`src/rtl/sr_arb_pkg.sv`:
```
// Shared types for the set/clear request arbiter: FSM states, grant sides
// and a counter-width helper.
package sr_arb_pkg;

    typedef enum logic [1:0] {
        IDLE    = 2'd0,
        PULSE_S = 2'd1,
        PULSE_R = 2'd2,
        GUARD   = 2'd3
    } arb_state_e;

    typedef enum logic {
        GRANT_SET = 1'b0,
        GRANT_CLR = 1'b1
    } grant_e;

    // Bits needed to hold 0..max_val, never less than one.
    function automatic int ctr_width(input int max_val);
        int w;
        w = $clog2(max_val + 1);
        return (w < 1) ? 1 : w;
    endfunction

endpackage

```
`src/rtl/input_conditioner.sv`:
```
// Synchronizer, debounce filter and rising-edge pulse for one asynchronous
// push-button input.
module input_conditioner
    import sr_arb_pkg::*;
#(
    parameter int SYNC_STAGES     = 2,
    parameter int DEBOUNCE_CYCLES = 4
) (
    input  logic clk,
    input  logic reset,
    input  logic async_i,
    output logic rise_o
);

    localparam int DEB_W = ctr_width(DEBOUNCE_CYCLES);
    localparam logic [DEB_W-1:0] DEB_LAST = DEB_W'(DEBOUNCE_CYCLES - 1);

    logic [SYNC_STAGES-1:0] sync_q;
    logic [DEB_W-1:0]       cnt_q;
    logic [DEB_W-1:0]       cnt_d;
    logic                   filt_q;
    logic                   filt_d;
    logic                   filt_prev_q;
    logic                   rise_q;
    logic                   sync_lvl;

    assign sync_lvl = sync_q[SYNC_STAGES-1];

    // Debounce: the filtered level only follows after DEBOUNCE_CYCLES consecutive disagreements.
    always_comb begin
        cnt_d  = cnt_q;
        filt_d = filt_q;
        if (sync_lvl != filt_q) begin
            if (cnt_q == DEB_LAST) begin
                filt_d = sync_lvl;
                cnt_d  = {DEB_W{1'b0}};
            end else begin
                cnt_d = cnt_q + DEB_W'(1);
            end
        end else begin
            cnt_d = {DEB_W{1'b0}};
        end
    end

    // Synchronizer chain, filter state and registered rising-edge pulse.
    always_ff @(posedge clk) begin
        if (reset) begin
            sync_q      <= {SYNC_STAGES{1'b0}};
            cnt_q       <= {DEB_W{1'b0}};
            filt_q      <= 1'b0;
            filt_prev_q <= 1'b0;
            rise_q      <= 1'b0;
        end else begin
            sync_q      <= {sync_q[SYNC_STAGES-2:0], async_i};
            cnt_q       <= cnt_d;
            filt_q      <= filt_d;
            filt_prev_q <= filt_q;
            rise_q      <= filt_q & ~filt_prev_q;
        end
    end

    assign rise_o = rise_q;

endmodule

```
`src/rtl/sr_request_arbiter.sv`:
```
// Conditions set/clear push-buttons and sequences them into fixed-width,
// mutually exclusive S/R pulses for a downstream SR latch.
module sr_request_arbiter
    import sr_arb_pkg::*;
#(
    parameter int SYNC_STAGES     = 2,
    parameter int DEBOUNCE_CYCLES = 4,
    parameter int PULSE_CYCLES    = 2,
    parameter int GUARD_CYCLES    = 1
) (
    input  logic clk,
    input  logic reset,
    input  logic set_in,
    input  logic clr_in,
    output logic S,
    output logic R,
    output logic busy,
    output logic q_model,
    output logic conflict
);

    localparam int SPAN  = (PULSE_CYCLES > GUARD_CYCLES) ? PULSE_CYCLES : GUARD_CYCLES;
    localparam int CNT_W = ctr_width(SPAN);
    localparam logic [CNT_W-1:0] PULSE_LAST = CNT_W'(PULSE_CYCLES - 1);
    localparam logic [CNT_W-1:0] GUARD_LAST = CNT_W'(GUARD_CYCLES - 1);

    arb_state_e       state_q;
    arb_state_e       state_d;
    logic [CNT_W-1:0] cnt_q;
    logic [CNT_W-1:0] cnt_d;
    grant_e           last_q;
    grant_e           last_d;
    logic             q_model_q;
    logic             q_model_d;
    logic             set_pend_q;
    logic             set_pend_d;
    logic             clr_pend_q;
    logic             clr_pend_d;
    logic             conflict_q;
    logic             conflict_d;
    logic             s_q;
    logic             r_q;
    logic             busy_q;
    logic             set_take;
    logic             clr_take;
    logic             set_rise;
    logic             clr_rise;

    input_conditioner #(
        .SYNC_STAGES     (SYNC_STAGES),
        .DEBOUNCE_CYCLES (DEBOUNCE_CYCLES)
    ) u_set_cond (
        .clk     (clk),
        .reset   (reset),
        .async_i (set_in),
        .rise_o  (set_rise)
    );

    input_conditioner #(
        .SYNC_STAGES     (SYNC_STAGES),
        .DEBOUNCE_CYCLES (DEBOUNCE_CYCLES)
    ) u_clr_cond (
        .clk     (clk),
        .reset   (reset),
        .async_i (clr_in),
        .rise_o  (clr_rise)
    );

    // Arbiter next-state: grants, redundant-request drops, pulse and guard timing.
    always_comb begin
        state_d   = state_q;
        cnt_d     = cnt_q;
        last_d    = last_q;
        q_model_d = q_model_q;
        set_take  = 1'b0;
        clr_take  = 1'b0;
        case (state_q)
            IDLE: begin
                cnt_d = {CNT_W{1'b0}};
                if (set_pend_q && clr_pend_q) begin
                    // Tie: alternate sides, latch state is irrelevant here.
                    if (last_q == GRANT_SET) begin
                        state_d  = PULSE_R;
                        clr_take = 1'b1;
                        last_d   = GRANT_CLR;
                    end else begin
                        state_d  = PULSE_S;
                        set_take = 1'b1;
                        last_d   = GRANT_SET;
                    end
                end else if (set_pend_q) begin
                    set_take = 1'b1;
                    if (!q_model_q) begin
                        state_d = PULSE_S;
                        last_d  = GRANT_SET;
                    end else begin
                        state_d = IDLE;
                    end
                end else if (clr_pend_q) begin
                    clr_take = 1'b1;
                    if (q_model_q) begin
                        state_d = PULSE_R;
                        last_d  = GRANT_CLR;
                    end else begin
                        state_d = IDLE;
                    end
                end else begin
                    state_d = IDLE;
                end
            end
            PULSE_S, PULSE_R: begin
                if (cnt_q == PULSE_LAST) begin
                    state_d   = GUARD;
                    cnt_d     = {CNT_W{1'b0}};
                    q_model_d = (state_q == PULSE_S);
                end else begin
                    cnt_d = cnt_q + CNT_W'(1);
                end
            end
            GUARD: begin
                if (cnt_q == GUARD_LAST) begin
                    state_d = IDLE;
                    cnt_d   = {CNT_W{1'b0}};
                end else begin
                    cnt_d = cnt_q + CNT_W'(1);
                end
            end
            default: begin
                state_d = IDLE;
                cnt_d   = {CNT_W{1'b0}};
            end
        endcase
    end

    // Pending flags: a new edge wins over a same-cycle consume so it is never lost.
    always_comb begin
        set_pend_d = (set_pend_q & ~set_take) | set_rise;
        clr_pend_d = (clr_pend_q & ~clr_take) | clr_rise;
        conflict_d = ~set_pend_q & set_pend_d & ~clr_pend_q & clr_pend_d;
    end

    // State register; S/R/busy are decoded from the next state so they are flop outputs.
    always_ff @(posedge clk) begin
        if (reset) begin
            state_q    <= IDLE;
            cnt_q      <= {CNT_W{1'b0}};
            last_q     <= GRANT_SET;
            q_model_q  <= 1'b0;
            set_pend_q <= 1'b0;
            clr_pend_q <= 1'b0;
            conflict_q <= 1'b0;
            s_q        <= 1'b0;
            r_q        <= 1'b0;
            busy_q     <= 1'b0;
        end else begin
            state_q    <= state_d;
            cnt_q      <= cnt_d;
            last_q     <= last_d;
            q_model_q  <= q_model_d;
            set_pend_q <= set_pend_d;
            clr_pend_q <= clr_pend_d;
            conflict_q <= conflict_d;
            s_q        <= (state_d == PULSE_S);
            r_q        <= (state_d == PULSE_R);
            busy_q     <= (state_d != IDLE);
        end
    end

    assign S        = s_q;
    assign R        = r_q;
    assign busy     = busy_q;
    assign q_model  = q_model_q;
    assign conflict = conflict_q;

endmodule
```
`config.mk`:
```
export PLATFORM = sky130hd
export DESIGN_NAME = sr_request_arbiter
export DESIGN_NICKNAME = d
export VERILOG_FILES = /design/src/rtl/sr_arb_pkg.sv /design/src/rtl/input_conditioner.sv /design/src/rtl/sr_request_arbiter.sv
export SDC_FILE = /design/constraint.sdc
export NUM_CORES = 1
export LEC_CHECK = 0
export BUFFER_PORTS_ARGS = -buffer_cell sky130_fd_sc_hd__buf_2
export CAP_MARGIN = 20
export CORE_ASPECT_RATIO = 2
export CORE_MARGIN = 8
export CORE_UTILIZATION = 35
export CTS_CLUSTER_SIZE = 10
export DETAILED_ROUTE_END_ITERATION = 12
export PLACE_DENSITY = 0.59
export SETUP_SLACK_MARGIN = 0.02
export SYNTH_ARGS = -nofsm -noshare
export SYNTH_HDL_FRONTEND = slang
export SYNTH_SLANG_ARGS = --single-unit
```
`constraint.sdc`:
```
create_clock -name clk -period 2.3 [get_ports clk]
set_input_delay 0.46 -clock clk [delete_from_list [all_inputs] [get_ports clk]]
set_output_delay 0.46 -clock clk [all_outputs]
set_load 0.01 [all_outputs]
```
==> impl_results.md, run 1 <==
- Via-to-Cell Ratio: around 5.0
- CTS buffer count: 3
- Slowest CP cell: dfxtp_1
- Hold EP: u_set_cond.sync_q[0]
- Nets@finish: 136
- Starting Density: between 30% and 40%
- Type of the worst setup path: register to register
- Initial DRT Pass Iterations: 3
- Setup crit start kind: register
- Most frequent cells after synthesis: dfxtp_1, nor2_1, inv_1
- Final Max Slew Viols: 0
- Largest incremental delay on the critical path: 0.36 ns
- Synthesis-stage register bit count: 28
- Async SR Flop Fraction: 0%
- Power per Cell Area: 703.5 nW/um2
- ANT nets after route: 0
- Fin worst setup slack: ~0.74 ns
- Final Util: 39.68%
- Die X-Extent: 56.33 um
- Layout Skew: 0.006252 ns
- Detailed-route wire length per cell: 11.74 um
- Antenna fix cells: 0
- Setup TNS: 0 ns
- Layout area overhead: 10.00%
- Total routing usage reported by global routing: just under 7%
- # DRC: 0
- RSZ-0062 raised after global routing: false
- Hold depth: 2
- Clk buf depth: 2
- Min Tclk post-route: 1.556 ns
- WP data required: roughly 2.5 ns
- Post-CTS Resized: 0
- Clk slew on worst S/H paths: 0.09 ns
- Reg2reg path depth: 5
- 1st-iter DRT viols: 2
- Synthesized Nets: around 130
- First-pass GRT wire length: 3139 um
- Crit. End Element: register
- Status: complete, no violations
- Area leader, netlist: dfxtp_1
- Final period util: 67.67%
- GPL Wtd Cong: 0.7408
- Number of setup buffers added after CTS: 0
- HP Class: input port to register
- Final setup violation count: 0
- Initial antenna violation count: 0
- Synth area leaders: dfxtp_1, ha_1, nor2b_1, nor2_1, inv_1
- Largest delay share family, worst path: simple AND/OR/NAND/NOR gates
- Skew-Pair Late Insertion Delay: 0.27 ns
- # Max-Cap Violations: 0
- Pre-CTS setup slack: 0.7518 ns
- IO Count: 9
- Critical Path Fanout Max: 9
- Number of global-route vias before repair: roughly 800
- Slew headroom: 76.26%
- CTS H-tree depth: 1
- TritonCTS clock tree: yes
- DRT Wirelength: 1784 um
- Worst Path Buf+Inv: 1
- Worst r2r src: state_q[0]
- GR Overflow Total: 0
- Sequential area share after synthesis: 49.23%
- CP arrival: 1.77 ns
- Routed vias: 755
- Syn avg cell area: 10.17 um2
- Non-Filler Instances: 152
- Cell Rows: 29
- CTS root buf: clkbuf_8
- Yosys cell types: 29
- Worst Max-Slew Pin Slew: approximately 0.36 ns
- Hpwl dp: 1383 um
- Port Buffers: 8
- CTS Sinks: 28
- Pleak: 0.5097 nW
- FMAX: 642.5 MHz
- Worst path cell trace: inv_1 -> ha_1 -> nand2b_2 -> a2bb2oi_1 -> and4b_1
- Placed Cells: 148
- Hold_buf cts: 0
- Die boundary height: 96.66 um
- Final hold vios: 0
- Largest net degree at the start of global routing: 23
- Synthesized area: approximately 1100 um2
- Layout cells sized above 1: 12.40%
- Top-count cell post-synth: dfxtp_1
- Synth warnings: 0
- Min-delay src: set_in
- Synth top area share: 49.23%
- Top_reg_cell synth: dfxtp_1
- RR Endpoint: R
- Worst vdd ir: approximately 0.00043 V
- Die footprint: 5445 um2
- Core area: 3157 um2
- Number of synthesized flops with an enable pin: 0
- Reg2reg setup slack: 0.74 ns
- Syn Inst Count: 112
-- sequential cells by signal (all words and copies together), names as in the netlist, 2 cells and up --
| name | flops |
|---|---|
| u_clr_cond.cnt_q | 3 |
| state_q | 2 |
| u_set_cond.sync_q | 2 |
| u_set_cond.cnt_q | 3 |
| u_clr_cond.sync_q | 2 |
| cnt_q | 2 |
-- worst max path at each step --
stage               startpoint    to  cells past startpoint
floorplan           state_q[0]  busy                      6
global placement    state_q[0]     R                      5
detailed placement  state_q[0]     R                      5
CTS                 state_q[0]     R                      5
global route        state_q[0]     R                      5
finish              state_q[0]     R                      5
-- cells by family (layout without fill, tap and decap cells) --
logic type               after synthesis  in the layout  synth area share [%]
buffers and inverters                 14             23                 6.813
multiplexers                           3              3                 2.637
flip-flops                            28             28                 49.23
adder cells (fa/ha/maj)               10             10                 10.99
AND/OR/NAND/NOR                       38             38                 18.57
XOR/XNOR                               2              2                 1.539
AO/OA/AOI/OAI                         17             17                 10.22
-- metrics by stage --
| stage | hold WS [ns] | total power, mW | area (um2) |
|---|---|---|---|
| after floorplan | 0.3674 | 0.5142 | 1139 |
| final | 0.3902 | 0.8811 | 1252 |
| after CTS | 0.3886 | 0.8888 | 1252 |
| after detailed placement | 0.3807 | 0.5154 | 1181 |
| after global routing | 0.3894 | 0.9090 | 1252 |
| after global placement | 0.3736 | 0.5150 | 1181 |
-- placed cells by master (no fill, tap or decap) --
| cell | instances |
|---|---|
| a211o_1 | 1 |
| a211oi_1 | 1 |
| a21bo_1 | 1 |
| a21oi_1 | 5 |
| a22oi_1 | 2 |
| a2bb2oi_1 | 1 |
| a31oi_1 | 1 |
| and3b_2 | 1 |
| and4b_1 | 1 |
| buf_2 | 8 |
| bufinv_16 | 1 |
| clkbuf_8 | 3 |
| dfxtp_1 | 28 |
| ha_1 | 10 |
| inv_1 | 11 |
| mux2i_1 | 3 |
| nand2_1 | 2 |
| nand2_2 | 1 |
| nand2b_2 | 1 |
| nand3_1 | 1 |
| nand4bb_1 | 1 |
| nor2_1 | 13 |
| nor2b_1 | 10 |
| nor3_1 | 3 |
| nor3b_1 | 1 |
| o21ai_0 | 3 |
| o221a_1 | 1 |
| o221ai_1 | 1 |
| or3_1 | 3 |
| xnor2_1 | 2 |
-- where the power goes --
part / switching, mW / leakage (nW) / internal [mW] / total [mW]
clock network: 0.145 / 0.0357 / 0.233 / 0.377
registers: 0.00181 / 0.226 / 0.489 / 0.490
logic: 0.00758 / 0.248 / 0.00563 / 0.0132
total: 0.154 / 0.510 / 0.727 / 0.881
-- layout make-up --
class,count,area (um2)
flip-flops and latches,28,560.5
clock inverters,1,30.03
repair buffers,8,40.04
clock buffers,3,41.29
well taps,31,38.79
multi-input cells,70,500.5
inverters,11,41.29
fillers,320,1904
-- worst register-to-register path: stages, from the launching register on --
cell       delay, ns
dfxtp_1         0.36
inv_1           0.07
ha_1            0.34
nand2b_2        0.21
a2bb2oi_1       0.30
and4b_1         0.23
-- per-layer routing --
metal	track usage, %	wire, um	vias to the layer above	part of all wire [%]
li1	-	-	391	-
met1	6.284	711	352	40
met2	12.70	981	8	55
met3	2.094	63	4	3.5
met4	3.352	28	0	1.6
met5	0	0	-	0
(Power assumes the default switching activity.)
==> run 2, diff against run 1 <==
--- a/config.mk
+++ b/config.mk
@@ -12,7 +12,7 @@
 export CORE_UTILIZATION = 35
 export CTS_CLUSTER_SIZE = 10
 export DETAILED_ROUTE_END_ITERATION = 12
-export PLACE_DENSITY = 0.59
+export PLACE_DENSITY = 0.61
 export SETUP_SLACK_MARGIN = 0.02
 export SYNTH_ARGS = -nofsm -noshare
 export SYNTH_HDL_FRONTEND = slang
==> constraint.sdc (replaced) <==
create_clock -name clk -period 1.3 [get_ports clk]
set_input_delay 0.26 -clock clk [delete_from_list [all_inputs] [get_ports clk]]
set_output_delay 0.26 -clock clk [all_outputs]
set_load 0.01 [all_outputs]
==> run 2 against run 1 <==
The run now ends with setup timing left. Critical path depth is the same. Maximum frequency grew 15%. Sequential share of layout area shrank 5.7 points. Sequential cell count is the same. Worst setup slack lost 0.79 ns. Design area grew 17%. Combinational power grew 140%. Register-to-register slack lost 0.79 ns. Non-clock buffer count grew 13. Critical path type unchanged. Highest routed layer unchanged.
==> impl_results.md, run 2 (synthesized netlist as in run 1, its figures left out) <==
- Failing checks: setup timing
- GR peak layer: met2
- Final setup violation count: 2 (+2)
- HP Class: input port to register
- Min Tclk post-route: 1.348 ns (-0.2088 ns)
- Most common cell after layout, fill and taps aside: dfxtp_1
- Hold depth: 2 (unchanged)
- Reg2reg setup slack: -0.05 ns (-0.79 ns)
- CTS root buf: clkbuf_8
- Layout Skew: 0.002024 ns (-0.004228 ns)
- Setup crit start kind: register
- Worst Max-Slew Pin Slew: 0.3962 ns (+0.04017 ns)
- Clk buf depth: 2 (unchanged)
- Seq. cell area: 571.8 um2 (+2.0%)
- Die boundary height: 96.66 um (unchanged)
- Reg power frac: 60.9% (+5.2 points)
- # Max-Cap Violations: 0 (unchanged)
- Fin worst setup slack: -0.04750 ns (-0.7912 ns)
- Number of global-route vias before repair: 922 (+18%)
- GR Util met3: 1.309% (-0.79 points)
- Hold EP: u_set_cond.sync_q[0]
- CTS Sinks: 28 (unchanged)
- Clk slew on worst S/H paths: 0.09 ns (about the same)
- Reg2reg path depth: 5 (unchanged)
- Power per Cell Area: 967.4 nW/um2 (+38%)
- Comb pwr share: 2.2% (+0.7 points)
- DRT Wirelength: 2255 um (+26%)
- Met2 usage: 17.42% (+4.7 points)
- Final hold slack: 0.2017 ns (-0.1885 ns)
- Layout area overhead: 28.68%
- # fillers: 303 (-5.3%)
- Clock power share: 36.8% (-6.0 points)
- Layout cells sized above 1: 41.04% (+29 points)
- Commonest non-fill, non-tap cells in the layout: dfxtp_1, buf_4, nor2b_1, inv_1, buf_2
- Starting Density: 36.07% (unchanged)
- Skew-Pair Late Insertion Delay: 0.26 ns (about the same)
- Final Max Slew Viols: 0 (unchanged)
- RR Endpoint: busy
- Worst r2r src: state_q[1]
- Cell-internal power: 1.145 mW (+57%)
- Cell Rows: 29 (unchanged)
- Status: finished with violations
- Slew headroom: 73.58% (-2.7 points)
- Nets@finish: 149 (+9.6%)
- RSZ-0062 raised after global routing: true
- Routed vias: 829 (+9.8%)
- FMAX: 742.1 MHz (+15%)
- Largest net degree at the start of global routing: 23 (unchanged)
- Initial antenna violation count: 0 (unchanged)
- Sw Share: 19.21% (+1.7 points)
- Multi-input gate area: 618.1 um2 (+24%)
- Die X-Extent: 56.33 um (unchanged)
- Pleak: 0.6119 nW (+20%)
- Area after DPL: 1241 um2 (+5.1%)
- Post-Layout Inst Area: 1465 um2 (+17%)
- Type of the worst setup path: register to register
- 1st-iter DRT viols: 10 (+8)
- TritonCTS clock tree: yes
- Via-to-Cell Ratio: 5.024 (+1.2%)
- GPL Wtd Cong: 0.6480 (-13%)
- CTS H-tree depth: 1 (unchanged)
- Top flop regs: u_clr_cond.cnt_q x3, u_set_cond.cnt_q x3
- Worst vdd ir: 0.0007620 V (+79%)
- Antenna fix cells: 0 (unchanged)
- Switch Pwr: 272.3 uW (+77%)
- ANT nets after route: 0 (unchanged)
- Final hold vios: 0 (unchanged)
- GR Util met1: 8.152% (+1.9 points)
- Pwr Total: 1.417 mW (+61%)
- Crit. End Element: register
- CP arrival: 1.55 ns (-0.22 ns)
- Final period util: 103.7% (+36 points)
- Min-delay src: set_in
- Core area: 3157 um2 (unchanged)
- Critical Path Fanout Max: 7 (-2)
- First-pass GRT wire length: 3988 um (+27%)
- Total routing usage reported by global routing: 8.723% (+1.9 points)
- Die footprint: 5445 um2 (unchanged)
- Detailed-route wire length per cell: 13.67 um (+16%)
- Port Buffers: 8 (unchanged)
- IO Count: 9 (unchanged)
- # DRC: 0 (unchanged)
- Initial DRT Pass Iterations: 4 (+1)
- WP data required: 1.50 ns (-1.02 ns)
- Hpwl dp: 1551 um (+12%)
- GR Overflow Total: 0 (unchanged)
- Final Util: 46.41% (+6.7 points)
- CTS buffer count: 3 (unchanged)
[run 2: cell count changes in the layout (fill, tap and decap cells not counted), sizes merged]
cell	delta
buf	+13
bufinv	-1
clkbuf	+1
[run 2: repair_timing]
action	4_1_cts	5_1_grt
setup buffers	7	3
setup endpoints to repair	11	15
endpoints found under the hold margin	0	0
pin swaps	5	9
hold buffers	0	0
gates resized for setup	14	11
[run 2: routing by layer]
layer,routed length [um],vias to the layer above
li1,-,419
met1,907,396
met2,1286,10
met3,29,4
met4,31,0
met5,0,-
[run 2: worst max-delay path by stage]
stage,startpoint,end,cells past startpoint
final,state_q[1],busy,5
after global placement,state_q[1],busy,5
after floorplan,state_q[1],busy,6
after global routing,state_q[1],busy,5
after detailed placement,cnt_q[0],busy,5
after CTS,state_q[0],busy,5
[run 2: power groups by stage]
stage / logic [mW] / clock network (mW) / registers, mW
finish: 0.0318 / 0.522 / 0.864
global route: 0.0350 / 0.583 / 0.865
CTS: 0.0288 / 0.531 / 0.864
detailed placement: 0.0249 / 0 / 0.888
global placement: 0.0236 / 0 / 0.888
floorplan: 0.0225 / 0 / 0.887
[run 2: worst max-delay path: stages (launching register included)]
cell	delay [ns]
dfxtp_4	0.37
inv_4	0.06
ha_4	0.18
a21bo_4	0.26
o221a_1	0.25
a31oi_1	0.16
[run 2: final cells by class]
| cell class | count | share of cell area, % |
|---|---|---|
| Timing Repair Buffer | 21 | 9.394 |
| Tap cell | 31 | 2.647 |
| Multi-Input combinational cell | 70 | 42.19 |
| Sequential cell | 28 | 39.03 |
| Inverter | 11 | 2.989 |
| Clock buffer | 4 | 3.757 |
[run 2: metrics by stage]
stage	setup TNS [ns]	worst slack [ns]	std cells
after floorplan	0	0.01181	112
after global placement	0	0.004842	151
after detailed placement	-0.1386	-0.03343	151
after CTS	-0.009487	-0.008090	162
after global routing	-0.3173	-0.09774	165
final	-0.06572	-0.04750	165
==> run 3, diff against run 2 <==
--- a/config.mk
+++ b/config.mk
@@ -12,7 +12,8 @@
 export CORE_UTILIZATION = 35
 export CTS_CLUSTER_SIZE = 10
 export DETAILED_ROUTE_END_ITERATION = 12
-export PLACE_DENSITY = 0.61
+export PLACE_DENSITY = 0.59
+export RECOVER_POWER = 25
 export SETUP_SLACK_MARGIN = 0.02
 export SYNTH_ARGS = -nofsm -noshare
 export SYNTH_HDL_FRONTEND = slang
==> constraint.sdc (replaced) <==
create_clock -name clk -period 1.27 [get_ports clk]
set_input_delay 0.254 -clock clk [delete_from_list [all_inputs] [get_ports clk]]
set_output_delay 0.254 -clock clk [all_outputs]
set_load 0.01 [all_outputs]
==> run 3 against run 2 <==
The flow still finishes with violations (setup timing). Clock-buffer cell count unchanged. Highest routed layer unchanged. Combinational power shrank 3%. Critical path depth unchanged. Largest cell class unchanged. Register-to-register slack better by 0.03 ns. Sequential share of layout area grew 0.66 points. Sequential cell count unchanged. Die area did not move.
==> impl_results.md, run 3 (synthesized netlist as in run 1, its figures left out) <==
- Worst Path Buf+Inv: 1 (unchanged)
- CTS buffer count: 3 (unchanged)
- Largest incremental delay on the critical path: 0.37 ns (about the same)
- Most common cell after layout, fill and taps aside: dfxtp_1
- Worst path cell trace: inv_4 -> ha_4 -> a21bo_4 -> o221a_1 -> a31oi_1
- Initial antenna violation count: 0 (unchanged)
- Commonest non-fill, non-tap cells in the layout: dfxtp_1, buf_4, nor2_1, nor2b_1, inv_1
- ANT nets after route: 0 (unchanged)
- RSZ-0062 raised after global routing: true
- Status: finished with violations
- Worst vdd ir: 0.0008666 V (+14%)
- Top flop regs: u_clr_cond.cnt_q x3, u_set_cond.cnt_q x3
- Slew headroom: 78.68% (+5.1 points)
- Via-to-Cell Ratio: 5.012 (-0.24%)
- Port Buffers: 8 (unchanged)
- 1st-iter DRT viols: 10 (unchanged)
- # fillers: 321 (+5.9%)
- Power per Cell Area: 999.2 nW/um2 (+3.3%)
- Layout cells sized above 1: 39.55% (-1.5 points)
- Setup TNS: -0.01743 ns (+0.04829 ns)
- Crit. End Element: register
- CP arrival: 1.49 ns (-0.06 ns)
- Failing checks: setup timing
- Hold_buf cts: 0 (unchanged)
- Total routing usage reported by global routing: 7.916% (-0.81 points)
- Final setup violation count: 2 (unchanged)
- WP data required: 1.47 ns (-0.03 ns)
- IO Count: 9 (unchanged)
- Layout Skew: 0.002443 ns (+0.0004187 ns)
- Setup crit start kind: register
- Final Max Slew Viols: 0 (unchanged)
- Type of the worst setup path: register to register
- GR peak layer: met2
- # Max-Cap Violations: 0 (unchanged)
- GPL Wtd Cong: 0.6947 (+7.2%)
- Min Tclk post-route: 1.287 ns (-0.06047 ns)
- Die boundary height: 96.66 um (unchanged)
- Initial DRT Pass Iterations: 2 (-2)
- Largest delay share family, worst path: compound AO/OA/AOI/OAI gates
- Clk slew on worst S/H paths: 0.09 ns (about the same)
- Nets@finish: 149 (unchanged)
- Cell Rows: 29 (unchanged)
- Fin worst setup slack: -0.01703 ns (+0.03047 ns)
- Routed vias: 827 (-0.24%)
- Met2 usage: 15.97% (-1.5 points)
- Worst Max-Slew Pin Slew: 0.3165 ns (-0.07972 ns)
- Final hold slack: 0.1891 ns (-0.01256 ns)
- Starting Density: 36.07% (unchanged)
- Slowest CP cell: dfxtp_4
- Die footprint: 5445 um2 (unchanged)
- Clk buf depth: 2 (unchanged)
- Core area: 3157 um2 (unchanged)
- TritonCTS clock tree: yes
- CTS root buf: clkbuf_8
- # DRC: 0 (unchanged)
- CTS H-tree depth: 1 (unchanged)
- Skew-Pair Late Insertion Delay: 0.26 ns (about the same)
- Die X-Extent: 56.33 um (unchanged)
- Antenna fix cells: 0 (unchanged)
- Number of global-route vias before repair: 866 (-6.1%)
- GR Util met3: 2.094% (+0.79 points)
- Largest net degree at the start of global routing: 18 (-22%)
- Final period util: 101.3% (-2.3 points)
- Pleak: 0.6088 nW (-0.50%)
- CTS Sinks: 28 (unchanged)
- First-pass GRT wire length: 3588 um (-10%)
- Critical Path Fanout Max: 6 (-1)
- FMAX: 777.0 MHz (+4.7%)
- Final hold vios: 0 (unchanged)
- Hpwl dp: 1544 um (-0.48%)
- HP Class: input port to register
- DRT Wirelength: 1987 um (-12%)
- Layout area overhead: 26.81%
- GR Util met1: 6.362% (-1.8 points)
- Detailed-route wire length per cell: 12.04 um (-12%)
- GR Overflow Total: 0 (unchanged)
run 3: per-layer routing:
| metal | share of wire (%) | up-vias |
|---|---|---|
| met5 | 0 | - |
| met4 | 1.1 | 0 |
| met3 | 3.0 | 2 |
| met2 | 60 | 8 |
| met1 | 36 | 398 |
| li1 | - | 419 |
run 3: worst paths after layout:
check                                             to  slack, ns  cells after the start                    from
worst max-delay path                            busy      -0.02                      5              state_q[1]
worst max register to register                  busy      -0.02                      5              state_q[1]
worst min register to register     u_clr_cond.rise_o       0.39                      1  u_clr_cond.filt_prev_q
worst min-delay path            u_set_cond.sync_q[0]       0.19                      2                  set_in
run 3: stage by stage:
| step | instances | setup WS [ns] | utilization, % | power [mW] | cell area, um2 |
|---|---|---|---|---|---|
| global placement | 155 | 0.0009728 | 40.27 | 0.9351 | 1271 |
| floorplan | 112 | -0.01409 | - | 0.9311 | 1176 |
| CTS | 163 | -0.01812 | 44.71 | 1.468 | 1411 |
| detailed placement | 155 | -0.03176 | 40.27 | 0.9364 | 1271 |
| finish | 165 | -0.01703 | 45.74 | 1.443 | 1444 |
| global route | 165 | -0.07971 | 45.74 | 1.500 | 1444 |
run 3: power breakdown:
part           internal, mW  switching, mW
logic                0.0148         0.0161
registers             0.881        0.00328
clock network         0.277          0.251
total                  1.17          0.270
run 3: what timing repair did:
action	CTS	global route
pin swaps	7	7
gates resized for setup	16	5
endpoints found under the setup margin	12	10
setup buffers	4	2
run 3: final cells by class:
class                      count  area, um2  area share, %
timing repair buffer          21      137.6          9.532
multi-input combinational     70      595.6          41.25
tap                           31      38.79          2.686
sequential                    28      573.1          39.69
inverter                      11      43.79          3.033
clock buffer                   4      55.05          3.813
run 3: worst register-to-register path: stages, from the launching register on:
cell,delay (ns)
dfxtp_4,0.37
inv_4,0.06
ha_4,0.17
a21bo_4,0.24
o221a_1,0.24
a31oi_1,0.15
